`config.mk`:
```
export PLATFORM = sky130hd
export DESIGN_NAME = uart_rx_buffered_flat
export DESIGN_NICKNAME = d
export VERILOG_FILES = /design/src/rtl/uart_pkg.sv /design/src/rtl/uart_rx_buffered_if.sv /design/src/rtl/sync_fifo_fwft.sv /design/src/rtl/uart_rx_buffered.sv /design/src/flat_wrapper.sv
export SDC_FILE = /design/constraint.sdc
export NUM_CORES = 1
export LEC_CHECK = 0
export CAP_MARGIN = 20
export CORE_MARGIN = 5
export CORE_UTILIZATION = 45
export DETAILED_ROUTE_END_ITERATION = 16
export HOLD_SLACK_MARGIN = 0.1
export SETUP_SLACK_MARGIN = 0.15
export SLEW_MARGIN = 20
export SYNTH_ARGS = -nofsm -noshare
export SYNTH_HDL_FRONTEND = slang
export SYNTH_SLANG_ARGS = --single-unit
```
`constraint.sdc`:
```
create_clock -name clk -period 5.3 [get_ports clk]
set_input_delay 0.795 -clock clk [delete_from_list [all_inputs] [get_ports clk]]
set_output_delay 0.795 -clock clk [all_outputs]
set_load 0.01 [all_outputs]
```
`src/rtl/uart_pkg.sv`:
```
// Shared UART definitions: receiver state encoding and bit-timing derivation
// used by both the receiver and the transmitter.
package uart_pkg;

  typedef enum logic [2:0] {
    IDLE,
    START,
    DATA,
    STOP,
    WAIT_IDLE
  } rx_state_t;

  // Core clock cycles per bit on the line.
  function automatic int symbol_edge_time(input int clock_freq, input int baud_rate);
    return clock_freq / baud_rate;
  endfunction

  // Offset from a bit edge to its midpoint.
  function automatic int sample_time(input int clock_freq, input int baud_rate);
    return symbol_edge_time(clock_freq, baud_rate) / 2;
  endfunction

endpackage

```
`src/rtl/uart_rx_buffered_if.sv`:
```
// Consumer-side port of the buffered UART receiver: FWFT data with
// valid/ready, status pulses and FIFO occupancy.
interface uart_rx_buffered_if #(
  parameter int FIFO_DEPTH = 8
);
  localparam int COUNT_W = $clog2(FIFO_DEPTH) + 1;

  logic [7:0]         data_out;
  logic               data_out_valid;
  logic               data_out_ready;
  logic               frame_err;
  logic               overrun;
  logic [COUNT_W-1:0] fifo_count;

  modport master (
    output data_out,
    output data_out_valid,
    output frame_err,
    output overrun,
    output fifo_count,
    input  data_out_ready
  );

  modport slave (
    input  data_out,
    input  data_out_valid,
    input  frame_err,
    input  overrun,
    input  fifo_count,
    output data_out_ready
  );
endinterface

```
`src/rtl/sync_fifo_fwft.sv`:
```
// Single-clock first-word-fall-through FIFO; head shows mem[rd_ptr] whenever
// the FIFO is non-empty. DEPTH must be a power of 2 so the pointers wrap.
module sync_fifo_fwft #(
  parameter int WIDTH = 8,
  parameter int DEPTH = 8,
  localparam int PTR_W = $clog2(DEPTH),
  localparam int CNT_W = PTR_W + 1
) (
  input  logic             clk,
  input  logic             rst,
  input  logic             push,
  input  logic [WIDTH-1:0] push_data,
  input  logic             pop,
  output logic [WIDTH-1:0] head,
  output logic             empty,
  output logic             full,
  output logic [CNT_W-1:0] count
);

  logic [WIDTH-1:0] mem [DEPTH];
  logic [PTR_W-1:0] wr_ptr;
  logic [PTR_W-1:0] rd_ptr;
  logic [CNT_W-1:0] count_q;
  logic             do_push;
  logic             do_pop;

  assign empty   = (count_q == '0);
  assign full    = (count_q == CNT_W'(DEPTH));
  assign do_pop  = pop && !empty;
  // A full FIFO still takes a push when the head leaves in the same cycle.
  assign do_push = push && (!full || do_pop);

  // NOTE: sequential state uses non-blocking assignments so every flop
  // samples pre-edge values regardless of statement order.
  always_ff @(posedge clk) begin
    if (rst) begin
      wr_ptr  <= '0;
      rd_ptr  <= '0;
      count_q <= '0;
    end else begin
      if (do_push) wr_ptr <= wr_ptr + PTR_W'(1);
      if (do_pop)  rd_ptr <= rd_ptr + PTR_W'(1);
      if (do_push && !do_pop)      count_q <= count_q + CNT_W'(1);
      else if (do_pop && !do_push) count_q <= count_q - CNT_W'(1);
    end
  end

  // NOTE: storage is deliberately not reset; head is only meaningful while
  // count is non-zero, and leaving mem unreset lets it map to plain RAM.
  always_ff @(posedge clk) begin
    if (do_push) mem[wr_ptr] <= push_data;
  end

  assign head  = mem[rd_ptr];
  assign count = count_q;

endmodule

```
`src/rtl/uart_rx_buffered.sv`:
```
// 8N1 UART receiver: input synchroniser, mid-bit sampling FSM and a
// receive FIFO presented to the consumer through valid/ready.
module uart_rx_buffered
  import uart_pkg::*;
#(
  parameter int CLOCK_FREQ = 50_000_000,
  parameter int BAUD_RATE  = 1_000_000,
  parameter int FIFO_DEPTH = 8
) (
  input  logic clk,
  input  logic rst,
  input  logic serial_in,
  uart_rx_buffered_if.master rx
);

  localparam int SYMBOL_EDGE_TIME = symbol_edge_time(CLOCK_FREQ, BAUD_RATE);
  localparam int SAMPLE_TIME      = sample_time(CLOCK_FREQ, BAUD_RATE);
  localparam int CNT_W            = $clog2(SYMBOL_EDGE_TIME);
  localparam int COUNT_W          = $clog2(FIFO_DEPTH) + 1;

  logic [1:0]       sync_q;
  logic             rx_s;
  rx_state_t        state;
  logic [CNT_W-1:0] cnt;
  logic [2:0]       bit_idx;
  logic [7:0]       shift;
  logic             frame_err_q;
  logic             overrun_q;

  logic             fifo_full;
  logic             fifo_empty;
  logic             pop;
  logic             full_blocked;
  logic             stop_sample;
  logic             push;
  logic             mid_start;
  logic             mid_bit;

  // Both stages reset high so reset never manufactures a start edge.
  always_ff @(posedge clk) begin
    if (rst) sync_q <= 2'b11;
    else     sync_q <= {sync_q[0], serial_in};
  end
  assign rx_s = sync_q[1];

  assign mid_start    = (cnt == CNT_W'(SAMPLE_TIME - 1));
  assign mid_bit      = (cnt == CNT_W'(SYMBOL_EDGE_TIME - 1));
  assign pop          = rx.data_out_valid && rx.data_out_ready;
  assign full_blocked = fifo_full && !pop;
  assign stop_sample  = (state == STOP) && mid_bit;
  // Push straight from the sample cycle so valid appears one cycle later.
  assign push         = stop_sample && rx_s && !full_blocked;

  always_ff @(posedge clk) begin
    if (rst) begin
      state       <= IDLE;
      cnt         <= '0;
      bit_idx     <= '0;
      shift       <= '0;
      frame_err_q <= 1'b0;
      overrun_q   <= 1'b0;
    end else begin
      frame_err_q <= 1'b0;
      overrun_q   <= 1'b0;
      case (state)
        IDLE: begin
          if (!rx_s) begin
            cnt   <= '0;
            state <= START;
          end
        end
        START: begin
          if (mid_start) begin
            if (rx_s) begin
              state <= IDLE;
            end else begin
              cnt     <= '0;
              bit_idx <= '0;
              state   <= DATA;
            end
          end else begin
            cnt <= cnt + CNT_W'(1);
          end
        end
        DATA: begin
          if (mid_bit) begin
            cnt     <= '0;
            shift   <= {rx_s, shift[7:1]};
            bit_idx <= bit_idx + 3'd1;
            if (bit_idx == 3'd7) state <= STOP;
          end else begin
            cnt <= cnt + CNT_W'(1);
          end
        end
        STOP: begin
          if (mid_bit) begin
            cnt <= '0;
            if (!rx_s) begin
              frame_err_q <= 1'b1;
              state       <= WAIT_IDLE;
            end else begin
              overrun_q <= full_blocked;
              state     <= IDLE;
            end
          end else begin
            cnt <= cnt + CNT_W'(1);
          end
        end
        WAIT_IDLE: begin
          // Hold off until the line returns high so a break is not a start bit.
          if (rx_s) state <= IDLE;
        end
        default: state <= IDLE;
      endcase
    end
  end

  logic [COUNT_W-1:0] fifo_count;

  sync_fifo_fwft #(
    .WIDTH(8),
    .DEPTH(FIFO_DEPTH)
  ) u_fifo (
    .clk      (clk),
    .rst      (rst),
    .push     (push),
    .push_data(shift),
    .pop      (pop),
    .head     (rx.data_out),
    .empty    (fifo_empty),
    .full     (fifo_full),
    .count    (fifo_count)
  );

  assign rx.data_out_valid = !fifo_empty;
  assign rx.fifo_count     = fifo_count;
  assign rx.frame_err      = frame_err_q;
  assign rx.overrun        = overrun_q;

endmodule

```
`src/flat_wrapper.sv`:
```
// flat-port wrapper written by rule: the top's interface ports become plain ports
module uart_rx_buffered_flat import uart_pkg::*;
#(
  parameter int CLOCK_FREQ = 50_000_000,
  parameter int BAUD_RATE  = 1_000_000,
  parameter int FIFO_DEPTH = 8
)
  (clk, rst, serial_in, rx_data_out, rx_data_out_valid, rx_frame_err, rx_overrun, rx_fifo_count, rx_data_out_ready);
  uart_rx_buffered_if #(.FIFO_DEPTH(FIFO_DEPTH)) rx_i ();
  input  logic clk;
  input  logic rst;
  input  logic serial_in;
  output wire logic [$bits(rx_i.data_out)-1:0] rx_data_out;
  output wire logic [$bits(rx_i.data_out_valid)-1:0] rx_data_out_valid;
  output wire logic [$bits(rx_i.frame_err)-1:0] rx_frame_err;
  output wire logic [$bits(rx_i.overrun)-1:0] rx_overrun;
  output wire logic [$bits(rx_i.fifo_count)-1:0] rx_fifo_count;
  input wire logic [$bits(rx_i.data_out_ready)-1:0] rx_data_out_ready;
  assign rx_data_out = rx_i.data_out;
  assign rx_data_out_valid = rx_i.data_out_valid;
  assign rx_frame_err = rx_i.frame_err;
  assign rx_overrun = rx_i.overrun;
  assign rx_fifo_count = rx_i.fifo_count;
  assign rx_i.data_out_ready = rx_data_out_ready;
  uart_rx_buffered #(.CLOCK_FREQ(CLOCK_FREQ), .BAUD_RATE(BAUD_RATE), .FIFO_DEPTH(FIFO_DEPTH)) u_core (.clk(clk), .rst(rst), .serial_in(serial_in), .rx(rx_i));
endmodule
```
==> flow_summary.toml <==
[outcome]
status = "finished, final reports clean"

[placed_design]
dpl_cell_area_sq_um = 4520
gp_congestion = 0.756
pre_cts_ws_ns = 1.95
dp.cells = 417
hpwlAfterDp_microns = 4670
io_buffers = 18

[timing]
clock.fmax_mhz = 308
timing.hold.ws_ns = 0.417
tightest_slew_ns = 0.824
layout_setup_ws_ns = 2.06
slew_viol_final = 0
rsz0062_at_grt = "false"
setup-violations-final = 0
relSlewSlack_pct = 44.8
report.final.hold_viol_count = 0
min_period_ns = 3.24
period_share_pct = 61.2
clock_skew_ns = 0.00778
tns_ns = 0

[die]
start_util_pct = 45.6
rows = 35
ios = 19
core-area_sq_um = 9150
die_y_microns = 106
dieArea_sq_um = 11300
die_w_microns = 106

[pwr]
p_int_mw = 1.32
pwr-share-clk_pct = 29.3
seqPwrFrac_pct = 52.4
comb_power_share_pct = 18.3
p_per_area_nw_per_um2 = 366
switchingPower_mw = 0.414
swShare_pct = 24.0
vdd_drop_max_mv = 0.256
leakagePower_nw = 1.57
power_mw = 1.73

[final_layout]
syn2layout_area_growth_pct = 13.3
drive_gt1_share_pct = 18.0
design_area_sq_um = 4730
diodes = 0
final_nets = 332
num-fill-cells = 780
fin_util_pct = 51.7
fin_cells = 433

[logic_synthesis]
synth_edf_count = 64
yosys_register_bits = 101
async_reset_ff_share_pct = 0
synth.net_count = 308
synthCells = 293
synth.yosys.seq_area_share_pct = 63.8
yosys_warnings = 0
syn_area_sq_um = 4170
ys_types = 48
avgSynthCellArea_sq_um = 14.2
synth_flop_cell = "edfxtp_1"

[min_path]
hold_class = "register to register"
holdPathStages = 1

[clock_network]
clock_latency_ns = 0.35
clk_path_buf_depth = 2
numCtsBuffers = 9
post-cts-setup-buffer-count = 0
cts_tree = "built"
clk_pin_slew_ns = 0.09
cts_max_level = 3
hold_buffers = 0
cts_root_buf = "clkbuf_8"
cts_resized = 0
cts_sinks = 101

[setup_path]
critPathKind = "register to output pin"
ff2ff_path_depth = 13
critical_path_required_ns = 4.51
path_max_fanout = 16
end_kind = "output pin"
start_kind = "register"
worst_ep_arrival_time_ns = 2.45

[global_routing]
grt_overflow = 0
grt.total_usage_pct = 13.5
grt_pass1_vias = 2204
grt_max_degree = 33
antenna_found_initial = 0
grt_pass1_wl_microns = 11600

[drt]
drc_errors = 0
routedWlPerCell_microns = 16.2
dr.pass1.iters = 4
drt-vias-per-instance = 5.33
vias = 2307
drtIter0Drc = 92
ant_nets = 0
totalWireLength_microns = 7030

[job]
maxCapViolations = 0
## worst paths after layout
kind	slack (ns)	from	to
hold reg to reg	0.42	u_core.sync_q[0]	u_core.sync_q[1]
hold / removal	0.42	u_core.sync_q[0]	u_core.sync_q[1]
setup / recovery	2.06	register	rx_data_out[2]
setup reg to reg	2.42	u_core.cnt[0]	u_core.u_fifo.count[3]
## critical path, cell delays in order, from the launching register on
cell,delay (ns)
dfxtp_2,0.68
buf_4,0.21
mux4_2,0.47
mux2_2,0.26
clkdlybuf4s50_1,0.48
## routing by layer
metal  part of all wire [%]  global-route usage, %
met5                      0                      0
met4                    1.3                   5.83
met3                    3.2                   2.67
met2                     47                   20.3
met1                     48                   19.0
## state kept, by name, indices dropped and copies added, names as in the netlist, named ones only
name                  flops
u_core.u_fifo.mem        64
u_core.cnt                6
u_core.u_fifo.count       4
u_core.shift              8
u_core.rx.overrun         1
u_core.rx.frame_err       1
u_core.u_fifo.wr_ptr      3
u_core.sync_q             2
u_core.u_fifo.rd_ptr      3
u_core.state              3
u_core.bit_idx            3
## layout make-up
class / count / area [sq um] / area share (%)
multi-input combinational: 171 / 1450 / 30.7
clock inverter: 4 / 72.6 / 1.53
tap: 111 / 139 / 2.94
clock buffer: 12 / 135 / 2.86
inverter: 8 / 30.0 / 0.635
sequential: 101 / 2660 / 56.3
timing repair buffer: 26 / 240 / 5.08
## placed cells by master (no fill, tap or decap), types with 2 or more instances in the layout
master	instances
buf_4	8
o2bb2ai_1	2
bufinv_16	2
mux4_2	16
nor4_1	3
a2111oi_0	2
nor2b_1	4
mux2i_1	3
a22oi_1	2
xnor2_1	3
dfxtp_1	36
o21ai_0	4
nand2_1	26
inv_1	7
nor3_1	6
a21o_1	2
clkbuf_8	9
edfxtp_1	64
nand3_1	7
clkdlybuf4s50_1	18
a21oi_1	17
clkbuf_1	3
mux2_2	8
or2_2	2
nor2_1	17
nor4b_2	2
ha_1	10
a32o_1	2
xor2_1	5
nand2b_1	5
or3_1	4
## cell usage after synthesis (3+ instances only)
cell | n | share of area (%)
a21oi_1 | 17 | 2.0
clkbuf_1 | 7 | 0.63
dfxtp_1 | 37 | 18
edfxtp_1 | 64 | 46
ha_1 | 10 | 3.0
inv_1 | 7 | 0.63
mux2_2 | 8 | 2.2
mux2i_1 | 3 | 0.72
mux4_2 | 16 | 8.6
nand2_1 | 26 | 2.3
nand2b_1 | 5 | 0.75
nand3_1 | 7 | 0.84
nor2_1 | 17 | 1.5
nor2b_1 | 4 | 0.60
nor3_1 | 7 | 0.84
nor4_1 | 3 | 0.45
o21ai_0 | 4 | 0.48
or3_1 | 4 | 0.60
xnor2_1 | 3 | 0.63
xor2_1 | 5 | 1.0
## power groups by stage
stage	logic, mW	clock network (mW)	registers, mW
global route	0.344	0.557	0.919
finish	0.316	0.507	0.906
global placement	0.320	0	0.928
floorplan	0.239	0	0.890
CTS	0.323	0.524	0.910
detailed placement	0.321	0	0.928
## cell families (layout without fill, tap and decap cells)
group,count (synthesis),in the layout,share of synthesized area (%)
compound gates,38,38,5.85
xor+xnor,8,8,1.68
fa+ha+maj,11,11,3.48
buf+inv,21,50,2.01
flops,101,101,63.8
mux,27,27,11.5
simple gates,87,87,11.7
No activity file was read; power rests on OpenSTA's default activity.
